`config.mk`:
```
export PLATFORM = sky130hd
export DESIGN_NAME = seq_detector_prog_flat
export DESIGN_NICKNAME = d
export VERILOG_FILES = /design/src/rtl/seq_det_pkg.sv /design/src/rtl/seq_detector_prog_if.sv /design/src/rtl/sat_counter.sv /design/src/rtl/seq_detector_prog.sv /design/src/flat_wrapper.sv
export SDC_FILE = /design/constraint.sdc
export NUM_CORES = 1
export LEC_CHECK = 0
export BUFFER_PORTS_ARGS = -buffer_cell sky130_fd_sc_hd__buf_2
export CAP_MARGIN = 20
export CORE_ASPECT_RATIO = 1.1
export CORE_UTILIZATION = 30
export DETAILED_ROUTE_END_ITERATION = 8
export PLACE_DENSITY = 0.46
export SLEW_MARGIN = 0
export SYNTH_ARGS = -nofsm -noshare
export SYNTH_HDL_FRONTEND = slang
export SYNTH_SLANG_ARGS = --single-unit
```
`constraint.sdc`:
```
create_clock -name clk -period 3.6 [get_ports clk]
set_clock_uncertainty 0.1 [all_clocks]
set_input_delay 0.18 -clock clk [delete_from_list [all_inputs] [get_ports clk]]
set_output_delay 0.18 -clock clk [all_outputs]
set_load 0.005 [all_outputs]
```
`src/rtl/seq_det_pkg.sv`:
```
// Shared definitions for the programmable sequence detector.
package seq_det_pkg;

    // Output timing selection for the match output
    localparam int OUT_MEALY = 0;
    localparam int OUT_REG   = 1;

    // Smallest pattern length the history datapath supports
    localparam int MAX_LEN_MIN = 2;

    // Width needed to hold a length value of 0..max_len
    function automatic int len_w(input int max_len);
        return $clog2(max_len + 1);
    endfunction

    // Sanity range check of the MAX_LEN build parameter
    function automatic bit max_len_ok(input int max_len);
        return (max_len >= MAX_LEN_MIN);
    endfunction

endpackage

```
`src/rtl/seq_detector_prog_if.sv`:
```
// Configuration, serial data and status bundle of the sequence detector.
interface seq_detector_prog_if #(
    parameter int MAX_LEN = 8,
    parameter int CNT_W   = 8
);
    import seq_det_pkg::*;

    localparam int LEN_W = len_w(MAX_LEN);

    logic               cfg_load;
    logic [MAX_LEN-1:0] cfg_pattern;
    logic [LEN_W-1:0]   cfg_len;
    logic               cfg_overlap;
    logic               in_valid;
    logic               x;
    logic               cnt_clr;
    logic               match;
    logic [CNT_W-1:0]   match_count;
    logic               cnt_sat;

    modport master (
        output cfg_load, cfg_pattern, cfg_len, cfg_overlap, in_valid, x, cnt_clr,
        input  match, match_count, cnt_sat
    );

    modport slave (
        input  cfg_load, cfg_pattern, cfg_len, cfg_overlap, in_valid, x, cnt_clr,
        output match, match_count, cnt_sat
    );

endinterface

```
`src/rtl/sat_counter.sv`:
```
// Saturating event counter with sticky saturation flag; clear beats increment.
module sat_counter #(
    parameter int W = 8
) (
    input  logic         clk,
    input  logic         rst_n,
    input  logic         clr_i,
    input  logic         inc_i,
    output logic [W-1:0] count_o,
    output logic         sat_o
);

    logic [W-1:0] count_q, count_d;
    logic         sat_q, sat_d;

    // Next count: clear first, otherwise step unless already at all-ones
    always_comb begin
        count_d = count_q;
        sat_d   = sat_q;
        if (clr_i) begin
            count_d = '0;
            sat_d   = 1'b0;
        end else begin
            if (inc_i && !(&count_q)) begin
                count_d = count_q + W'(1);
            end
            sat_d = sat_q | (&count_d);
        end
    end

    // Counter and flag registers
    always_ff @(posedge clk) begin
        if (!rst_n) begin
            count_q <= '0;
            sat_q   <= 1'b0;
        end else begin
            count_q <= count_d;
            sat_q   <= sat_d;
        end
    end

    assign count_o = count_q;
    assign sat_o   = sat_q;

endmodule

```
`src/rtl/seq_detector_prog.sv`:
```
// Programmable serial bit-sequence detector with match counter.
module seq_detector_prog
    import seq_det_pkg::*;
#(
    parameter int MAX_LEN = 8,
    parameter int CNT_W   = 8,
    parameter int REG_OUT = OUT_MEALY
) (
    input  logic               clk,
    input  logic               rst_n,
    seq_detector_prog_if.slave bus
);

    localparam int                LEN_W    = len_w(MAX_LEN);
    localparam logic [LEN_W-1:0]  LEN_MAX  = LEN_W'(MAX_LEN);
    localparam logic [LEN_W-1:0]  FILL_MAX = LEN_W'(MAX_LEN - 1);

    generate
        if (!max_len_ok(MAX_LEN)) begin : g_bad_max_len
            $error("seq_detector_prog: MAX_LEN must be at least 2");
        end
    endgenerate

    logic [MAX_LEN-1:0] pattern_q, pattern_d;
    logic [LEN_W-1:0]   len_q, len_d;
    logic               overlap_q, overlap_d;
    logic [MAX_LEN-2:0] hist_q, hist_d;
    logic [LEN_W-1:0]   fill_q, fill_d;

    logic [MAX_LEN-1:0] window;
    logic [MAX_LEN-1:0] mask;
    logic               len_nz;
    logic               fill_ok;
    logic               eq;
    logic               hit;

    // Masked compare of history plus current bit against the active pattern
    always_comb begin
        window = {hist_q, bus.x};
        mask   = '0;
        for (int i = 0; i < MAX_LEN; i++) begin
            if (i < int'(len_q)) mask[i] = 1'b1;
        end
        len_nz  = (len_q != '0);
        fill_ok = len_nz && (fill_q >= (len_q - LEN_W'(1)));
        eq      = (((window ^ pattern_q) & mask) == '0);
        hit     = bus.in_valid & ~bus.cfg_load & len_nz & fill_ok & eq;
    end

    // Config latch and history/fill update; a load flushes and drops the offered bit
    always_comb begin
        pattern_d = pattern_q;
        len_d     = len_q;
        overlap_d = overlap_q;
        hist_d    = hist_q;
        fill_d    = fill_q;
        if (bus.cfg_load) begin
            pattern_d = bus.cfg_pattern;
            len_d     = (bus.cfg_len > LEN_MAX) ? LEN_MAX : bus.cfg_len;
            overlap_d = bus.cfg_overlap;
            hist_d    = '0;
            fill_d    = '0;
        end else if (bus.in_valid && len_nz) begin
            if (hit && !overlap_q) begin
                hist_d = '0;
                fill_d = '0;
            end else begin
                hist_d = window[MAX_LEN-2:0];
                fill_d = (fill_q == FILL_MAX) ? fill_q : fill_q + LEN_W'(1);
            end
        end
    end

    // Config and history registers
    always_ff @(posedge clk) begin
        if (!rst_n) begin
            pattern_q <= '0;
            len_q     <= '0;
            overlap_q <= 1'b1;
            hist_q    <= '0;
            fill_q    <= '0;
        end else begin
            pattern_q <= pattern_d;
            len_q     <= len_d;
            overlap_q <= overlap_d;
            hist_q    <= hist_d;
            fill_q    <= fill_d;
        end
    end

    generate
        if (REG_OUT == OUT_REG) begin : g_reg_out
            logic match_q, match_d;

            // Registered match, cleared by a config load
            always_comb begin
                match_d = bus.cfg_load ? 1'b0 : hit;
            end

            // Match output register
            always_ff @(posedge clk) begin
                if (!rst_n) match_q <= 1'b0;
                else        match_q <= match_d;
            end

            assign bus.match = match_q;
        end else begin : g_mealy_out
            assign bus.match = hit;
        end
    endgenerate

    sat_counter #(
        .W (CNT_W)
    ) u_match_cnt (
        .clk     (clk),
        .rst_n   (rst_n),
        .clr_i   (bus.cnt_clr),
        .inc_i   (hit),
        .count_o (bus.match_count),
        .sat_o   (bus.cnt_sat)
    );

endmodule
```
`src/flat_wrapper.sv`:
```
// flat-port wrapper written by rule: the top's interface ports become plain ports
module seq_detector_prog_flat import seq_det_pkg::*;
#(
    parameter int MAX_LEN = 8,
    parameter int CNT_W   = 8,
    parameter int REG_OUT = OUT_MEALY
)
  (clk, rst_n, bus_cfg_load, bus_cfg_pattern, bus_cfg_len, bus_cfg_overlap, bus_in_valid, bus_x, bus_cnt_clr, bus_match, bus_match_count, bus_cnt_sat);
  seq_detector_prog_if #(.MAX_LEN(MAX_LEN), .CNT_W(CNT_W)) bus_i ();
  input  logic clk;
  input  logic rst_n;
  input wire logic [$bits(bus_i.cfg_load)-1:0] bus_cfg_load;
  input wire logic [$bits(bus_i.cfg_pattern)-1:0] bus_cfg_pattern;
  input wire logic [$bits(bus_i.cfg_len)-1:0] bus_cfg_len;
  input wire logic [$bits(bus_i.cfg_overlap)-1:0] bus_cfg_overlap;
  input wire logic [$bits(bus_i.in_valid)-1:0] bus_in_valid;
  input wire logic [$bits(bus_i.x)-1:0] bus_x;
  input wire logic [$bits(bus_i.cnt_clr)-1:0] bus_cnt_clr;
  output wire logic [$bits(bus_i.match)-1:0] bus_match;
  output wire logic [$bits(bus_i.match_count)-1:0] bus_match_count;
  output wire logic [$bits(bus_i.cnt_sat)-1:0] bus_cnt_sat;
  assign bus_i.cfg_load = bus_cfg_load;
  assign bus_i.cfg_pattern = bus_cfg_pattern;
  assign bus_i.cfg_len = bus_cfg_len;
  assign bus_i.cfg_overlap = bus_cfg_overlap;
  assign bus_i.in_valid = bus_in_valid;
  assign bus_i.x = bus_x;
  assign bus_i.cnt_clr = bus_cnt_clr;
  assign bus_match = bus_i.match;
  assign bus_match_count = bus_i.match_count;
  assign bus_cnt_sat = bus_i.cnt_sat;
  seq_detector_prog #(.MAX_LEN(MAX_LEN), .CNT_W(CNT_W), .REG_OUT(REG_OUT)) u_core (.clk(clk), .rst_n(rst_n), .bus(bus_i));
endmodule
```
# Word level (Yosys, flattened, before mapping)
# Index checks and enable logic that the tools add are counted.
# totals
regBits	33
input_bits	19
output_inout_bits	10
word_cells	58
# classes
n_addsub	3
order_cmp	10
n_eq_ne	2
mux	14
bitwise	9
reduce_logical	13
# op_table
operator	n
less-than comparator 3 x 4 -> 1 bit (first input constant)	4
2-to-1 mux 8 bit	2
AND reduction 8 bit	2
2-to-1 mux 4 bit	3
adder 8 x 1 -> 8 bit (second input constant)	1
AND 8 bit	1
zero test 8 bit	1
less-than comparator 1 x 4 -> 1 bit (first input constant)	2
less-than comparator 2 x 4 -> 1 bit (first input constant)	2
2-to-1 mux 1 bit	8
XOR 8 bit	1
2-to-1 mux 7 bit	1
adder 4 x 1 -> 4 bit (second input constant)	1
AND 1 bit	4
== test 4 x 3 -> 1 bit (second input constant)	1
>= comparator 4 bit	1
> comparator 4 bit (second input constant)	1
logical AND 1 bit	4
nonzero test 4 bit	1
OR reduction 2 bit	2
subtractor 4 x 1 -> 4 bit (second input constant)	1
zero test 1 bit	2
inequality test 2 x 1 -> 1 bit (second input constant)	1
inverter 1 bit	2
2 further kinds	2

# Logic depth before layout (Yosys ltp)
# Gate-level depths: netlist (run 1).
# logic_depth
word_depth	10
ltp_mapped	11
depth_no_buf	10

# Cells and area by module
# Synthesis (run 1) repeated with hierarchy kept, for this count alone.
# hier_totals
hier_cells	215
area_unflattened_um2	1953.1
# by_module_without_submodules
mod	instances	cells_each	area_each_um2	seq_area_each_um2
seq_detector_prog	1	150	1390.1	480.5
sat_counter	1	65	563.0	180.2

# Worst setup path before layout (run 1)
# OpenSTA, ideal clock, no wires.
# synth_path
path_type	flip-flop to flip-flop
start	register u_core.len_q[0]
end	register u_core.u_match_cnt.count_q[3] (netlist: u_core.u_match_cnt.count_o[3])
setup_ns	0.071
arrival_time_ns	2.378
t_required_ns	3.429
path_slack_ns	1.051
path_stages_with_launch	12
period_less_slack_ns	2.549
path_cell_list	dfxtp_1 > inv_1 > ha_1 > xnor2_1 > ha_1 > o21ai_0 > a211oi_1 > nor4b_4 > nand3_2 > buf_6 > or3_1 > a21oi_1
# synth_via
elab_chain_cells	8
elab_cells_between_ends	28
cone_classes	1 x add/sub; 9 x order compare; 10 x mux; 4 x bitwise; 4 x reduce/logical
# synth_rtl
element	line_no	rtl
from (decl)	seq_detector_prog.sv:25	logic [LEN_W-1:0] len_q, len_d;
from (signal assigned)	seq_detector_prog.sv:84	len_q <= len_d;
subtractor 4 x 1 -> 4 bit (tied with other cells)	seq_detector_prog.sv:45	fill_ok = len_nz && (fill_q >= (len_q - LEN_W'(1)));
>= comparator 4 bit / 2-to-1 mux 1 bit (equally long branches)	seq_detector_prog.sv:45, seq_detector_prog.sv:42	
logical AND 1 bit / AND 8 bit (equally long branches)	seq_detector_prog.sv:45, seq_detector_prog.sv:46	
AND 1 bit / zero test 8 bit (equally long branches)	seq_detector_prog.sv:47, seq_detector_prog.sv:46	
AND 1 bit (*)	seq_detector_prog.sv:47	hit = bus.in_valid & ~bus.cfg_load & len_nz & fill_ok & eq;
logical AND 1 bit (*)	sat_counter.sv:24	if (inc_i && !(&count_q)) begin
2-to-1 mux 8 bit (*)	sat_counter.sv:24	
2-to-1 mux 8 bit (*)	sat_counter.sv:20	if (clr_i) begin
to (signal assigned)	sat_counter.sv:37	count_q <= count_d;
to (decl)	sat_counter.sv:13	logic [W-1:0] count_q, count_d;
# Mark *: on every way between the ends. The rest lies on a longest branch, timed or not. The select of a mux whose other input is x is not followed.
# A chain may end at the register's enable or synchronous reset.

# Worst setup path after layout (run 1)
# layout_path
start	register u_core.len_q[0]
end	register u_core.u_match_cnt.count_q[7] (netlist: u_core.u_match_cnt.count_o[7])
# The elaborated chain is that of the path after synthesis.

==> summary.txt, run 1 <==
Route
  • Remaining antenna violation count: 0
  • DR iter-0 viols: 32
  • Residual DRC count: 0
  • Vias: about 1500
  • Vias per std cell: between 4 and 5
  • Mean routed wirelength per cell: 12.73 um
  • Pre-Repair DR Iteration Count: 4
  • Wirelength, routed: 3909 um

Setup path
  • RR Endpoint: u_core.u_match_cnt.count_o[7]
  • CP most frequent cell: ha_1
  • Startpoint types: flip-flop
  • CP top delay family: simple AND/OR/NAND/NOR gates
  • WP buf/inv: 1
  • CP endpoint kind: flip-flop
  • Crit path largest cell delay: about 0.53 ns
  • Reg2reg start: u_core.len_q[0]
  • WP data arrival: roughly 3.1 ns
  • FF-to-FF path depth: 10
  • Crit-path cells: inv_1 -> ha_1 -> xnor2_1 -> ha_1 -> o21ai_0 -> a211oi_1 -> nor4b_4 -> nand3_2 -> or4_1 -> a21oi_1
  • WS Path Type: reg -> reg
  • Worst path slowest cell: or4_1
  • WP data required: ~3.7 ns
  • Crit path max fanout: 11
  • R2r setup slk: slightly below 0.6 ns

STA
  • RSZ-0062 raised after global routing: no
  • Worst slew pin tran: 0.7727 ns
  • Period utilisation layout: a little over four fifths
  • Slew HR: slightly below 50%
  • Final setup fails: 0
  • Final TNS setup: 0 ns
  • Clock period minus worst slack: roughly 3.0 ns
  • Slew Limit Fails: 0
  • Final Hold Violating Endpoints: 0
  • Fmax achieved: about 330 MHz

Synthesis
  • Seq/Total Area, Yosys: 36.19%
  • FFs w/ async S/R, synth: 0%
  • Top_reg_cell synth: dfxtp_1
  • Avg Inst Size Synth: 9.037 sq um
  • Top-area cell type share of the netlist area: between 30% and 40%
  • Yosys top cell by area: dfxtp_1
  • Gate Count Post-Synth: around 200
  • Synth top area cells: dfxtp_1 (36%), mux2i_1 (9.9%), ha_1 (6.2%), xnor2_1 (4.8%), nor2_1 (4.1%)
  • Synth Warn #: 0
  • #FFs+latches synth: 33
  • Post-synth net total: 230
  • EDFF count, synth: 0
  • Library cells used by synthesis: between 40 and 50
  • Syn Std Cell Area: ~1800 sq um

GRT
  • Largest net degree at the start of global routing: 20
  • Antenna violations before repair: 0
  • First-pass GRT wire length: 6872 um
  • Total GRT Usage: around 14%
  • Vias in the first global route: ~1500
  • Congestion Overflow GR: 0

Worst hold path
  • Hold depth: 3
  • Worst Hold Class: in -> reg
  • Endpoint, Worst Hold: u_core.overlap_q
  • Min-Delay Startpoint: bus_cfg_overlap

CTS
  • # hold bufs at CTS: 0
  • H-Tree Depth: 2
  • Clk Latency, worst-skew pair: 0.29 ns
  • TritonCTS clock tree: yes
  • Clock root cell: clkbuf_8
  • CTS Buffer Depth: 2
  • CTS resizes: 0
  • Clk slew on worst S/H paths: about 0.080 ns
  • Sink Count: 33
  • Setup Buffers After CTS: 0
  • Num CTS Buffers: 5

Floorplanning
  • Row Count: 29
  • Core Region: just under 6000 sq um
  • I/O pin total: 29
  • Initial Util: about a third
  • Die height: 83.82 um
  • Die Span X: roughly 76 um
  • Die area: 6401 sq um

Layout
  • Post-route cell area: approximately 2100 sq um
  • Fin nets: 257
  • # fillers: between 600 and 700
  • Diodes inserted: 0
  • Synth-to-layout area growth: 16.93%
  • Final Non-Filler Cells: around 310
  • Share of cells above drive strength 1: 19.57%
  • Area of the multi-input gates: ~1100 sq um
  • Register Area: roughly 660 sq um

Place
  • RD Place Congestion: around 0.73
  • Placed insts: 299
  • DP Wirelength: approximately 2900 um
  • Placed Area: about 2000 sq um
  • IO buf count: 28

Power
  • Leak Pwr: slightly below 0.9 nW
  • Seq pwr share: 45.7%
  • Switch Pwr: ~0.2 mW
  • Pwr dens: ~400 nW/um^2
  • Sw frac: roughly a quarter
  • VDD IR-drop max: about 0.16 mV
  • Cell Int Power: ~0.64 mW
  • Clock power share: between 40% and 50%
  • Logic pwr share: between 10% and 20%

Outcome
  • Status: finished, final reports clean

Run
  • Max-Cap Viols: 0
## area by class of cell
class	instances	area share (%)
clock buffer	7	4.045
clock inverter	1	1.407
inverter	13	2.286
multi-input combinational	147	49.88
sequential	33	30.95
tap	77	4.513
timing repair buffer	29	6.917
## worst max path at each step
stage,from,endpoint,slack (ns),cells after the start
2_1_floorplan,u_core.len_q[0],u_core.u_match_cnt.count_o[3],1.05,11
3_3_place_gp,u_core.len_q[0],u_core.u_match_cnt.count_o[7],0.70,10
3_5_place_dp,u_core.len_q[0],u_core.u_match_cnt.count_o[7],0.60,10
4_1_cts,u_core.len_q[0],u_core.u_match_cnt.count_o[7],0.58,10
5_1_grt,u_core.len_q[0],u_core.u_match_cnt.count_o[7],0.31,10
6_report,u_core.len_q[0],u_core.u_match_cnt.count_o[7],0.58,10
## registers in the layout, summed over array words and instances, names as in the netlist
name and cells:
u_core.fill_q 4, u_core.hist_q 7, u_core.len_q 4, u_core.overlap_q 1, u_core.pattern_q 8, u_core.u_match_cnt.count_o 8
u_core.u_match_cnt.sat_o 1
## power groups by stage
stage | logic (mW) | registers (mW) | clock network [mW]
final | 0.0836 | 0.382 | 0.371
after global routing | 0.0945 | 0.384 | 0.396
after CTS | 0.0858 | 0.383 | 0.382
after detailed placement | 0.0854 | 0.391 | 0
after global placement | 0.0855 | 0.391 | 0
after floorplan | 0.0646 | 0.387 | 0
## stage by stage
step	power [mW]	utilization [%]	hold WS, ns	setup slack (ns)
detailed placement	0.4765	34.76	0.3209	0.5999
global route	0.8743	36.77	0.03628	0.3112
CTS	0.8505	36.77	0.01710	0.5825
global placement	0.4766	34.76	0.3123	0.7001
floorplan	0.4516	-	0.2082	1.051
finish	0.8374	36.77	0.02096	0.5792
## cell usage in the layout, fill, tap and decap left out, types with 4 or more instances in the layout
cell / Yosys / routed
a21oi_1: 9 / 9
clkbuf_8: 0 / 6
o21ai_0: 7 / 7
nand3_1: 5 / 5
mux2i_1: 18 / 18
buf_2: 2 / 28
dfxtp_1: 33 / 33
or3_1: 5 / 5
and2_1: 4 / 4
xor2_1: 4 / 4
nand2_1: 9 / 9
ha_1: 9 / 9
xnor2_1: 10 / 10
nor2_1: 20 / 20
inv_1: 13 / 13
nor2b_1: 11 / 11
## worst register-to-register path: cells and delay by family, from the launching register on
| family | cells | cell delay (ns) |
|---|---|---|
| AO/OA/AOI/OAI | 3 | 0.54 |
| XOR/XNOR | 1 | 0.13 |
| AND/OR/NAND/NOR | 3 | 1.20 |
| flip-flops | 1 | 0.38 |
| adder cells (fa/ha/maj) | 2 | 0.51 |
| buffers and inverters | 1 | 0.09 |
## cell usage after synthesis (all sizes together) (2+ instances only)
library cell	instances
a2111oi	2
a21oi	9
a31oi	3
and2	4
buf	5
clkbuf	4
dfxtp	33
ha	9
inv	13
mux2i	18
nand2	9
nand2b	2
nand3	6
nand4	3
nor2	20
nor2b	11
nor3	4
o21ai	10
o22ai	3
or3	5
xnor2	10
xor2	4
## metal layers
layer  track usage, %  share of wire (%)
met4            4.196                1.1
met2            24.90                 52
met3            3.497                2.8
met5                0                  0
met1            15.28                 44
## logic make-up after synthesis
family	count (synthesis)	share of synthesized area (%)
AND/OR/NAND/NOR	70	21.38
adder cells (fa/ha/maj)	9	6.169
AO/OA/AOI/OAI	35	13.57
multiplexers	19	10.49
flip-flops	33	36.19
buffers and inverters	22	5.483
XOR/XNOR	14	6.717
(Power assumes the default switching activity.)
==> run 2, diff against run 1 <==
PLACE_DENSITY = 0.47   (was 0.46)
clock period = 2.7 ns   (was 3.6 ns; I/O delays follow)
==> summary.txt, run 2 (synthesis gave the netlist of run 1 again) <==
Layout
  • Post-route cell area: 2273 sq um (+6.5%)
  • Most frequent cells in the layout: dfxtp_1 (31), buf_2 (28), nor2_1 (20), mux2i_1 (18), buf_4 (12)
  • Fin nets: 270 (+5.1%)
  • # fillers: 631 (-1.1%)
  • Area of the multi-input gates: 1107 sq um (+4.0%)
  • Share of cells above drive strength 1: 28.81% (+9.2 points)
  • Diodes inserted: 0 (unchanged)
  • Commonest non-fill, non-tap cell in the layout: dfxtp_1
  • Synth-to-layout area growth: 24.54%
  • Register Area: 665.6 sq um (+0.76%)

Worst hold path
  • Min-Delay Startpoint: bus_cfg_pattern[2]
  • Endpoint, Worst Hold: u_core.pattern_q[2]
  • Worst Hold Class: in -> reg
  • Hold depth: 3 (unchanged)

STA
  • Worst slew pin tran: 0.5678 ns (-0.2049 ns)
  • Slew Limit Fails: 0 (unchanged)
  • Period utilisation layout: 94.71% (+11 points)
  • RSZ-0062 raised after global routing: yes
  • Final Hold Violating Endpoints: 0 (unchanged)
  • Final TNS setup: 0 ns (unchanged)
  • Final setup fails: 0 (unchanged)
  • Slew HR: 62.14% (+14 points)
  • Clock period minus worst slack: 2.557 ns (-0.4637 ns)
  • Fmax achieved: 391.1 MHz (+18%)

Setup path
  • FF-to-FF path depth: 10 (unchanged)
  • Reg2reg start: u_core.len_q[1]
  • RR Endpoint: u_core.u_match_cnt.count_o[7]
  • Startpoint types: flip-flop
  • R2r setup slk: 0.14 ns (-0.44 ns)
  • WP data arrival: 2.67 ns (-0.47 ns)
  • CP endpoint kind: flip-flop
  • WP data required: 2.82 ns (-0.90 ns)
  • WS Path Type: reg -> reg
  • Crit path max fanout: 6 (-5)

Floorplanning
  • Row Count: 29 (unchanged)
  • Die area: 6401 sq um (unchanged)
  • Die Span X: 76.38 um (unchanged)
  • Initial Util: 31.44% (unchanged)
  • I/O pin total: 29 (unchanged)
  • Die height: 83.82 um (unchanged)
  • Core Region: 5806 sq um (unchanged)

Route
  • Mean routed wirelength per cell: 12.57 um (-1.3%)
  • Vias per std cell: 4.731 (-0.24%)
  • Wirelength, routed: 4022 um (+2.9%)
  • DR iter-0 viols: 48 (+50%)
  • Remaining antenna violation count: 0 (unchanged)
  • Residual DRC count: 0 (unchanged)
  • Pre-Repair DR Iteration Count: 4 (unchanged)
  • Vias: 1514 (+4.0%)

GRT
  • Largest net degree at the start of global routing: 20 (unchanged)
  • First-pass GRT wire length: 6837 um (-0.51%)
  • Congestion Overflow GR: 0 (unchanged)
  • Vias in the first global route: 1478 (+1.7%)
  • Total GRT Usage: 13.51% (-0.095 points)
  • Antenna violations before repair: 0 (unchanged)

CTS
  • TritonCTS clock tree: yes
  • CTS Buffer Depth: 2 (unchanged)
  • Clock root cell: clkbuf_8
  • H-Tree Depth: 2 (unchanged)
  • Num CTS Buffers: 5 (unchanged)
  • Sink Count: 33 (unchanged)
  • Clk slew on worst S/H paths: 0.07 ns (about the same)
  • Clk Latency, worst-skew pair: 0.28 ns (about the same)

Place
  • DP Wirelength: 2976 um (+2.3%)
  • IO buf count: 28 (unchanged)
  • Placed Area: 2086 sq um (+3.3%)
  • RD Place Congestion: 0.7693 (+5.7%)

Outcome
  • Status: finished, final reports clean

Power
  • Pwr dens: 461.6 nW/um^2 (+18%)
  • VDD IR-drop max: 0.2888 mV (+85%)
  • Leak Pwr: 0.9536 nW (+7.7%)

Run
  • Max-Cap Viols: 0 (unchanged)
run 2: area by class of cell:
type,count,share of cell area (%)
Sequential cell,33,29.28
Multi-Input combinational cell,147,48.71
Clock inverter,1,0.2201
Tap cell,77,4.238
Inverter,13,2.256
Clock buffer,7,4.238
Timing Repair Buffer,42,11.06
run 2: worst max-delay path by stage:
stage | to | depth (start not counted) | slack, ns | start
floorplan | u_core.u_match_cnt.count_o[3] | 11 | 0.15 | u_core.len_q[0]
global placement | u_core.u_match_cnt.count_o[6] | 11 | 0.06 | u_core.len_q[1]
detailed placement | u_core.u_match_cnt.count_o[7] | 10 | -0.006 | u_core.len_q[1]
CTS | bus_match | 11 | 0.02 | u_core.len_q[0]
global route | u_core.u_match_cnt.count_o[7] | 10 | -0.01 | u_core.len_q[1]
finish | u_core.u_match_cnt.count_o[7] | 10 | 0.14 | u_core.len_q[1]
run 2: where the power goes:
group          internal (mW)  total (mW)  leakage, nW  switching, mW
Combinational         0.0659       0.131        0.630         0.0654
Sequential             0.498       0.508        0.269        0.00973
Clock                  0.230       0.410       0.0542          0.180
Total                  0.794        1.05        0.954          0.255
run 2: stage by stage:
stage	util, %	setup WS, ns	instances	hold slack (ns)	power [mW]
after global placement	35.93	0.06311	308	0.2615	0.6434
after detailed placement	35.93	-0.006025	308	0.2691	0.6436
final	39.16	0.1429	320	0.006221	1.050
after CTS	37.87	0.01515	317	0.00009093	1.060
after floorplan	-	0.1510	202	0.1632	0.6021
after global routing	39.16	-0.01115	320	0.004863	1.105
run 2: what timing repair did:
action                                 in CTS  in global routing
setup endpoints to repair                   3                 17
cloned                                      0                  0
setup buffers                               0                  3
endpoints found under the hold margin       1                  0
pin swaps                                   2                  5
gates resized for setup                     1                 16
hold buffers                                1                  0
run 2: worst max-delay path, stage by stage, from the launching register on:
cell	delay (ns)
dfxtp_4	0.38
inv_4	0.04
ha_4	0.15
xnor2_1	0.12
ha_1	0.29
o21ai_2	0.06
a211oi_2	0.23
nor4b_4	0.26
nand3_2	0.18
or4_4	0.55
a21oi_2	0.12
run 2: per-layer routing:
metal / up-vias / global-route usage (%) / wire [um] / share of wire, %
met1: 706 / 15.53 / 1800 / 45
met5: - / 0 / 0 / 0
li1: 784 / - / - / -
met3: 6 / 3.388 / 115 / 2.9
met2: 18 / 23.83 / 2051 / 51
met4: 0 / 5.245 / 54 / 1.3
==> run 3, diff against run 2 <==
PLACE_DENSITY = 0.46   (was 0.47)
clock period = 3.3 ns   (was 2.7 ns; I/O delays follow)
==> summary.txt, run 3 (synthesis gave the netlist of run 1 again) <==
Outcome
  • Status: finished, final reports clean

Route
  • DR iter-0 viols: 65 (+35%)
  • DR WL met3: 103 um (-10%)
  • Remaining antenna violation count: 0 (unchanged)
  • DR top layer: met4
  • Residual DRC count: 0 (unchanged)
  • Vias: 1460 (-3.6%)
  • Wl on met1: 1750 um (-2.8%)
  • Pre-Repair DR Iteration Count: 4 (unchanged)
  • WL met2: 1958 um (-4.5%)
  • Wirelength, routed: 3866 um (-3.9%)
  • Mean routed wirelength per cell: 12.43 um (-1.1%)
  • Vias per std cell: 4.695 (-0.78%)

CTS
  • H-Tree Depth: 2 (unchanged)
  • Clk slew on worst S/H paths: 0.07 ns (about the same)
  • CTS Buffer Depth: 2 (unchanged)
  • Num CTS Buffers: 5 (unchanged)
  • Clk Latency, worst-skew pair: 0.28 ns (about the same)
  • TritonCTS clock tree: yes
  • Sink Count: 33 (unchanged)
  • Clock root cell: clkbuf_8

STA
  • Final worst slack: 0.3404 ns (+0.1975 ns)
  • Slew HR: 61.13% (-1.0 points)
  • Slew Limit Fails: 0 (unchanged)
  • Worst slew pin tran: 0.5829 ns (+0.01511 ns)
  • Period utilisation layout: between 80% and 90%
  • Final Hold Violating Endpoints: 0 (unchanged)
  • Clock period minus worst slack: a little under 3 ns
  • Final setup fails: 0 (unchanged)
  • Fmax achieved: 337.9 MHz
  • Final TNS setup: 0 ns (unchanged)
  • RSZ-0062 raised after global routing: no

Floorplanning
  • Die height: 83.82 um (unchanged)
  • Row Count: 29 (unchanged)
  • I/O pin total: 29 (unchanged)
  • Initial Util: 31.44% (unchanged)
  • Core Region: 5806 sq um (unchanged)
  • Die Span X: 76.38 um (unchanged)
  • Die area: 6401 sq um (unchanged)

GRT
  • Antenna violations before repair: 0 (unchanged)
  • First-pass GRT wire length: 6596 um (-3.5%)
  • Vias in the first global route: 1448 (-2.0%)
  • Largest net degree at the start of global routing: 20 (unchanged)
  • Total GRT Usage: 13.20% (-0.31 points)
  • Congestion Overflow GR: 0 (unchanged)

Power
  • Leak Pwr: 0.8999 nW (-5.6%)
  • Tot Pwr: 0.8499 mW (-19%)
  • VDD IR-drop max: 0.2739 mV (-5.2%)
  • Pwr dens: 393.5 nW/um^2 (-15%)

Place
  • Pre-CTS setup slack: 0.3228 ns (+0.3288 ns)
  • Placed Area: 2033 sq um (-2.5%)
  • RD Place Congestion: 0.7520 (-2.2%)
  • DP Wirelength: 2863 um (-3.8%)
  • IO buf count: 28 (unchanged)

Setup path
  • Crit path max fanout: 5 (-1)
  • WP data required: 3.03 ns (+0.21 ns)
  • WS Path Type: reg -> out
  • Startpoint types: flip-flop
  • WP data arrival: 2.69 ns (+0.02 ns)
  • CP endpoint kind: primary output

Layout
  • Most frequent cells in the layout: dfxtp_1 (33), buf_2 (28), nor2_1 (20), mux2i_1 (18), inv_1 (13)
  • Diodes inserted: 0 (unchanged)
  • Synth-to-layout area growth: 18.30%
  • Final core utilization: 37.20% (-2.0 points)
  • Fin nets: 261 (-3.3%)
  • Commonest non-fill, non-tap cell in the layout: dfxtp_1
  • Share of cells above drive strength 1: 20.94% (-7.9 points)
  • Post-route cell area: 2160 sq um (-5.0%)

Run
  • Max-Cap Viols: 0 (unchanged)

Worst hold path
  • Worst Hold Class: in -> reg
-- run 3: cell type report --
type                            count  area (sq um)
Clock buffer                        7         96.34
Clock inverter                      1         5.005
Fill cell                         632          3646
Inverter                           13         48.80
Multi-Input combinational cell    147          1072
Sequential cell                    33         660.6
Tap cell                           77         96.34
Timing Repair Buffer               33         180.2
-- run 3: worst paths after layout --
| check | from | endpoint | slack [ns] | cells past startpoint |
|---|---|---|---|---|
| max | u_core.len_q[0] | bus_match | 0.34 | 11 |
| min | bus_cfg_pattern[3] | u_core.pattern_q[3] | 0.04 | 3 |
| max reg2reg | u_core.len_q[0] | u_core.u_match_cnt.count_o[7] | 0.37 | 10 |
| min reg2reg | u_core.fill_q[3] | u_core.fill_q[3] | 0.41 | 2 |
-- run 3: critical path, cell delays in order (launching register included) --
cell      delay, ns
dfxtp_1        0.38
inv_1          0.09
ha_1           0.24
xnor2_1        0.14
ha_1           0.27
o21ai_0        0.07
a211oi_1       0.30
nor4b_4        0.42
buf_4          0.18
nand2_1        0.12
inv_1          0.09
buf_2          0.11
-- run 3: through the flow --
| stage | hold WS, ns | instances |
|---|---|---|
| 2_1_floorplan | 0.1932 | 202 |
| 3_3_place_gp | 0.2900 | 301 |
| 3_5_place_dp | 0.2956 | 301 |
| 4_1_cts | 0.03821 | 310 |
| 5_1_grt | 0.04525 | 311 |
| 6_report | 0.04259 | 311 |
-- run 3: power by group --
group / internal (mW) / switching, mW / total, mW
clock: 0.189 / 0.150 / 0.338
combinational: 0.0458 / 0.0485 / 0.0943
sequential: 0.408 / 0.00937 / 0.417
-- run 3: routing by layer --
| layer | up-vias | GRT usage, % |
|---|---|---|
| met5 | - | 0 |
| met4 | 0 | 5.769 |
| met3 | 5 | 3.060 |
| met2 | 16 | 23.18 |
| met1 | 677 | 15.17 |
| li1 | 762 | - |
-- run 3: repair_timing --
action | 4_1_cts | 5_1_grt
gates resized for setup | 0 | 1
buffers inserted | 0 | 1
hold buffers | 1 | 0
endpoints found under the hold margin | 1 | 0
endpoints found under the setup margin | 0 | 1
